[src/rtl/odd_even_sorter_if.sv]
// Handshake and status bundle for odd_even_sorter: input stream, output stream,
// queue-full flags and per-class accept counters.
interface odd_even_sorter_if #(
   parameter int CNT_W = 8
);
   logic             in_valid;
   logic             in_ready;
   logic [3:0]       in_num;
   logic             out_valid;
   logic             out_ready;
   logic [3:0]       out_num;
   logic             out_is_odd;
   logic             even_full;
   logic             odd_full;
   logic [CNT_W-1:0] even_count;
   logic [CNT_W-1:0] odd_count;

   modport master (
      output in_valid, in_num, out_ready,
      input  in_ready, out_valid, out_num, out_is_odd,
             even_full, odd_full, even_count, odd_count
   );

   modport slave (
      input  in_valid, in_num, out_ready,
      output in_ready, out_valid, out_num, out_is_odd,
             even_full, odd_full, even_count, odd_count
   );
endinterface

[src/rtl/odd_even_sorter.sv]
// Parity stream sorter: per-class FIFOs merged onto one output by round-robin.
// Define ODD_EVEN_SORTER_STRICT_PRIO_EN to give the even queue strict priority.

module odd_even (
   input  logic [3:0] num,
   output logic       is_odd
);
   assign is_odd = (num % 4'd2) != 4'd0;
endmodule

module oes_fifo #(
   parameter int DEPTH = 4
) (
   input  logic       clk,
   input  logic       rst,
   input  logic       push,
   input  logic       pop,
   input  logic [3:0] din,
   output logic [3:0] head,
   output logic       full,
   output logic       empty
);
   localparam int PW = $clog2(DEPTH);
   localparam logic [PW-1:0] PTR_ONE = PW'(1);
   localparam logic [PW:0]   CNT_ONE = (PW+1)'(1);
   localparam logic [PW:0]   CNT_MAX = (PW+1)'(DEPTH);

   logic [DEPTH-1:0][3:0] mem_q, mem_d;
   logic [PW-1:0]         wr_ptr_q, wr_ptr_d, rd_ptr_q, rd_ptr_d;
   logic [PW:0]           cnt_q, cnt_d;

   always_comb begin
      mem_d    = mem_q;
      wr_ptr_d = wr_ptr_q;
      rd_ptr_d = rd_ptr_q;
      cnt_d    = cnt_q;
      if (push) begin
         mem_d[wr_ptr_q] = din;
         wr_ptr_d        = wr_ptr_q + PTR_ONE;
      end
      if (pop) rd_ptr_d = rd_ptr_q + PTR_ONE;
      if (push && !pop)      cnt_d = cnt_q + CNT_ONE;
      else if (!push && pop) cnt_d = cnt_q - CNT_ONE;
   end

   // Storage is not reset; the pointers and occupancy alone define validity.
   always_ff @(posedge clk) begin
      if (rst) begin
         wr_ptr_q <= '0;
         rd_ptr_q <= '0;
         cnt_q    <= '0;
      end else begin
         wr_ptr_q <= wr_ptr_d;
         rd_ptr_q <= rd_ptr_d;
         cnt_q    <= cnt_d;
      end
      mem_q <= mem_d;
   end

   assign head  = mem_q[rd_ptr_q];
   assign full  = (cnt_q == CNT_MAX);
   assign empty = (cnt_q == '0);
endmodule

module odd_even_sorter #(
   parameter int DEPTH = 4,
   parameter int CNT_W = 8
) (
   input  logic                 clk,
   input  logic                 rst,
   odd_even_sorter_if.slave     bus
);
   localparam logic [CNT_W-1:0] C_ONE = CNT_W'(1);

   logic            is_odd, accept, load_en, gnt_vld, gnt_odd;
   logic [1:0]      push, pop, full, empty;
   logic [1:0][3:0] head;

   logic             out_valid_q, out_valid_d;
   logic [3:0]       out_num_q, out_num_d;
   logic             out_is_odd_q, out_is_odd_d;
   logic             last_odd_q, last_odd_d;
   logic [CNT_W-1:0] even_cnt_q, even_cnt_d, odd_cnt_q, odd_cnt_d;

   odd_even u_cls (.num(bus.in_num), .is_odd(is_odd));

   // Queue 0 holds even numbers, queue 1 odd numbers.
   for (genvar c = 0; c < 2; c++) begin : g_q
      oes_fifo #(.DEPTH(DEPTH)) u_fifo (
         .clk   (clk),
         .rst   (rst),
         .push  (push[c]),
         .pop   (pop[c]),
         .din   (bus.in_num),
         .head  (head[c]),
         .full  (full[c]),
         .empty (empty[c])
      );
   end

   assign bus.in_ready = is_odd ? !full[1] : !full[0];
   assign accept       = bus.in_valid && bus.in_ready;
   assign push[1]      = accept && is_odd;
   assign push[0]      = accept && !is_odd;

   always_comb begin
      load_en = !out_valid_q || bus.out_ready;
      gnt_vld = !empty[0] || !empty[1];
      if (!empty[0] && !empty[1]) begin
`ifdef ODD_EVEN_SORTER_STRICT_PRIO_EN
         gnt_odd = 1'b0;
`else
         gnt_odd = !last_odd_q;
`endif
      end else begin
         gnt_odd = !empty[1];
      end
      pop[1] = load_en && gnt_vld && gnt_odd;
      pop[0] = load_en && gnt_vld && !gnt_odd;

      out_valid_d  = out_valid_q;
      out_num_d    = out_num_q;
      out_is_odd_d = out_is_odd_q;
      last_odd_d   = last_odd_q;
      if (load_en) begin
         out_valid_d = gnt_vld;
         if (gnt_vld) begin
            out_num_d    = gnt_odd ? head[1] : head[0];
            out_is_odd_d = gnt_odd;
            last_odd_d   = gnt_odd;
         end
      end

      even_cnt_d = even_cnt_q;
      odd_cnt_d  = odd_cnt_q;
      if (push[0] && even_cnt_q != '1) even_cnt_d = even_cnt_q + C_ONE;
      if (push[1] && odd_cnt_q != '1)  odd_cnt_d  = odd_cnt_q + C_ONE;
   end

   // last_odd resets to 1 so that even wins the first tie.
   always_ff @(posedge clk) begin
      if (rst) begin
         out_valid_q  <= 1'b0;
         out_num_q    <= '0;
         out_is_odd_q <= 1'b0;
         last_odd_q   <= 1'b1;
         even_cnt_q   <= '0;
         odd_cnt_q    <= '0;
      end else begin
         out_valid_q  <= out_valid_d;
         out_num_q    <= out_num_d;
         out_is_odd_q <= out_is_odd_d;
         last_odd_q   <= last_odd_d;
         even_cnt_q   <= even_cnt_d;
         odd_cnt_q    <= odd_cnt_d;
      end
   end

   assign bus.out_valid  = out_valid_q;
   assign bus.out_num    = out_num_q;
   assign bus.out_is_odd = out_is_odd_q;
   assign bus.even_full  = full[0];
   assign bus.odd_full   = full[1];
   assign bus.even_count = even_cnt_q;
   assign bus.odd_count  = odd_cnt_q;
endmodule

[src/flat_wrapper.sv]
// flat-port wrapper written by rule: the top's interface ports become plain ports
module odd_even_sorter_flat 
#(
   parameter int DEPTH = 4,
   parameter int CNT_W = 8
)
  (clk, rst, bus_in_valid, bus_in_num, bus_out_ready, bus_in_ready, bus_out_valid, bus_out_num, bus_out_is_odd, bus_even_full, bus_odd_full, bus_even_count, bus_odd_count);
  odd_even_sorter_if #(.CNT_W(CNT_W)) bus_i ();
  input  logic clk;
  input  logic rst;
  input wire logic [$bits(bus_i.in_valid)-1:0] bus_in_valid;
  input wire logic [$bits(bus_i.in_num)-1:0] bus_in_num;
  input wire logic [$bits(bus_i.out_ready)-1:0] bus_out_ready;
  output wire logic [$bits(bus_i.in_ready)-1:0] bus_in_ready;
  output wire logic [$bits(bus_i.out_valid)-1:0] bus_out_valid;
  output wire logic [$bits(bus_i.out_num)-1:0] bus_out_num;
  output wire logic [$bits(bus_i.out_is_odd)-1:0] bus_out_is_odd;
  output wire logic [$bits(bus_i.even_full)-1:0] bus_even_full;
  output wire logic [$bits(bus_i.odd_full)-1:0] bus_odd_full;
  output wire logic [$bits(bus_i.even_count)-1:0] bus_even_count;
  output wire logic [$bits(bus_i.odd_count)-1:0] bus_odd_count;
  assign bus_i.in_valid = bus_in_valid;
  assign bus_i.in_num = bus_in_num;
  assign bus_i.out_ready = bus_out_ready;
  assign bus_in_ready = bus_i.in_ready;
  assign bus_out_valid = bus_i.out_valid;
  assign bus_out_num = bus_i.out_num;
  assign bus_out_is_odd = bus_i.out_is_odd;
  assign bus_even_full = bus_i.even_full;
  assign bus_odd_full = bus_i.odd_full;
  assign bus_even_count = bus_i.even_count;
  assign bus_odd_count = bus_i.odd_count;
  odd_even_sorter #(.DEPTH(DEPTH), .CNT_W(CNT_W)) u_core (.clk(clk), .rst(rst), .bus(bus_i));
endmodule
[config.mk]
export PLATFORM = sky130hd
export DESIGN_NAME = odd_even_sorter_flat
export DESIGN_NICKNAME = d
export VERILOG_FILES = /design/src/rtl/odd_even_sorter_if.sv /design/src/rtl/odd_even_sorter.sv /design/src/flat_wrapper.sv
export SDC_FILE = /design/constraint.sdc
export NUM_CORES = 1
export LEC_CHECK = 0
export CAP_MARGIN = 20
export CORE_ASPECT_RATIO = 1.75
export CORE_MARGIN = 2
export CORE_UTILIZATION = 56
export CTS_CLUSTER_DIAMETER = 200
export CTS_CLUSTER_SIZE = 24
export DETAILED_ROUTE_END_ITERATION = 10
export GPL_ROUTABILITY_DRIVEN = 0
export GPL_TIMING_DRIVEN = 1
export PLACE_DENSITY = 0.82
export RECOVER_POWER = 100
export SLEW_MARGIN = 5
export SYNTH_ARGS = -nofsm -noshare
export SYNTH_HDL_FRONTEND = slang
export SYNTH_SLANG_ARGS = --single-unit
[constraint.sdc]
create_clock -name clk -period 3.12 [get_ports clk]
set_input_delay 0.624 -clock clk [delete_from_list [all_inputs] [get_ports clk]]
set_output_delay 0.624 -clock clk [all_outputs]
set_load 0.1 [all_outputs]
==> run metrics <==
clk sinks=69; vias in the first global route=2020; flops & latches, synth=69; worst-case clock skew=0.008250 ns; Cell variety after synth=42; YS warnings=0; GRT Util Overall=21.35%; post-route ant nets=0; hold buffers post-CTS=0; starting DRC count in detailed routing=59; synthesis-to-finish area growth=12.53%; nets@finish=319; hold crit path type=reg2reg; Core Region=5255 um^2; wire per inst=15.81 um; Syn Nets=284; Pwr Density=794.3 nW/um^2; Slew @ Worst Pin=1.299 ns; mean post-synth cell area=11.70 um^2; WP data required=2.50 ns; Max Fclk=342.7 MHz; area share of the largest cell type after synthesis=31.35%; PostCTS Resize Cnt=0; post-synthesis cell count=262; FFs w/ async S/R, synth=0%; initial core utilization=58.33%; Cell Area, Synth=3065 um^2; clock root buffer=clkbuf_8; Tmin final=2.918 ns; status=completed; RSZ-0062 raised after global routing=false; placed wire-length estimate=4087 um; # setup viols final=0; CTS tree=yes; first-pass GRT wire length=9453 um; Clock Latency Late Sink=0.33 ns; Die Width=59.93 um; sequential area share after synthesis=55.51%; initial antenna violation count=0; final setup TNS=0 ns; fin. max-slew vios=0; Post-CTS Setup Bufs=0; number of buffers created by CTS=9; row cnt=35; max cap viols=0; die area=6105 um^2; # fillers=418; most common cell in the netlist=dfxtp_1; EDFF count, synth=32; cell taking the most area after synthesis=edfxtp_1; WP data arrival=2.29 ns; most frequent cells after synthesis=dfxtp_1 (37), edfxtp_1 (32), a21oi_1 (20); # port buffers=32; htree depth=3; DIE HEIGHT=101.9 um; DRT Wirelength=5645 um; Clock Pin Slew Worst Setup and Hold Paths=0.07 ns; slew margin rel.=13.37%; CTS Buffer Depth=2; DRC=0; Setup crit start kind=primary input; I/O pin total=33; DP Area=3403 um^2; Antenna Cells=0; remaining global-route overflow=0; CP max FO=7; via count=2088; Initial DRT Pass Iterations=4; DR vias/cell=5.849; CP endpoint kind=output pin; WS Path Type=in2out; layout cells sized above 1=10.26%; fin crit share=93.53%; largest net degree at the start of global routing=30; P_leak=1.220 nW; worst-case vdd ir drop=435.9 uV; final std cell area, no fill=3450 um^2; most frequently used flop master after synthesis=dfxtp_1; Fin. Hold Viols=0; Area contributors post-synth=edfxtp_1 (31%), dfxtp_1 (24%), mux4_2 (5.9%)
==> report_power, final <==
part	switching [mW]	leakage, nW	total, mW	internal [mW]
Sequential	0.111	0.593	1.16	1.05
Clock	0.312	0.0900	0.644	0.332
Combinational	0.626	0.538	0.933	0.307
Total	1.05	1.22	2.74	1.69
==> cell families (layout without fill, tap and decap cells) <==
kind of cell,after synthesis,count (layout),synth area share [%]
flops,69,69,55.51
fa+ha+maj,14,14,6.204
buf+inv,28,68,3.836
mux,13,13,7.633
simple gates,83,83,14.94
xor+xnor,9,9,2.571
compound gates,46,46,9.306
==> worst paths after layout <==
path	startpoint	endpoint	slack, ns	cells past startpoint
hold reg to reg	u_core.g_q[1].u_fifo.wr_ptr_q[1]	u_core.g_q[1].u_fifo.wr_ptr_q[1]	0.50	2
hold / removal	u_core.g_q[1].u_fifo.wr_ptr_q[1]	u_core.g_q[1].u_fifo.wr_ptr_q[1]	0.50	2
setup reg to reg	u_core.g_q[0].u_fifo.cnt_q[0]	u_core.g_q[0].u_fifo.cnt_q[2]	0.64	9
setup / recovery	bus_in_num[0]	bus_in_ready	0.20	5
==> cells in the final DEF (no fill, tap or decap), drive strengths merged, types with 5 or more instances in the layout <==
| cell | instances |
|---|---|
| clkbuf | 42 |
| dfxtp | 37 |
| edfxtp | 32 |
| a21oi | 20 |
| nor2 | 19 |
| inv | 14 |
| nand2 | 13 |
| ha | 12 |
| o21ai | 8 |
| mux4 | 8 |
| or3 | 7 |
| o31ai | 7 |
| or4 | 7 |
| nand3 | 6 |
| and3 | 5 |
| xor2 | 5 |
| dlygate4sd3 | 5 |
==> flip-flops by register name, indices dropped and copies added, names as in the netlist <==
signal	cells
u_core.bus.even_count	8
u_core.bus.odd_count	8
u_core.bus.out_is_odd	1
u_core.bus.out_num	4
u_core.bus.out_valid	1
u_core.g_q.u_fifo.cnt_q	6
u_core.g_q.u_fifo.mem_q	32
u_core.g_q.u_fifo.rd_ptr_q	4
u_core.g_q.u_fifo.wr_ptr_q	4
u_core.last_odd_q	1
==> cell type report <==
cell class	instances	area (um^2)	share of cell area, %
Clock buffer	13	158.9	4.606
Clock inverter	3	18.77	0.5441
Inverter	14	52.55	1.523
Multi-Input combinational cell	165	1252	36.31
Sequential cell	69	1702	49.33
Tap cell	55	68.82	1.995
Timing Repair Buffer	38	196.4	5.695
==> layer usage <==
metal  vias up  share of wire, %  wire, um  GRT usage, %
li1       1034                 -         -             -
met1      1003                40      2282         24.28
met2        43                54      3038         35.37
met3         8               3.2       180         6.962
met4         0               2.5       143         10.26
met5         -                 0         0             0
==> worst max-delay path: stages <==
cell and delay, ns:
dlygate4sd3_1 0.70, clkbuf_1 0.25, nor2_1 0.08, a21oi_1 0.16
clkbuf_2 0.48
==> stage by stage <==
step | hold WS (ns) | worst slack [ns] | utilization [%] | instances | power (mW)
after floorplan | 0.4692 | 0.1781 | - | 262 | 1.940
after global placement | 0.4759 | 0.1564 | 64.76 | 341 | 2.133
after detailed placement | 0.4901 | 0.05289 | 64.76 | 341 | 2.162
after CTS | 0.4991 | 0.3992 | 68.14 | 357 | 2.812
after global routing | 0.5287 | 0.1222 | 65.64 | 357 | 2.898
final | 0.4957 | 0.2019 | 65.64 | 357 | 2.740
(Power assumes the default switching activity.)
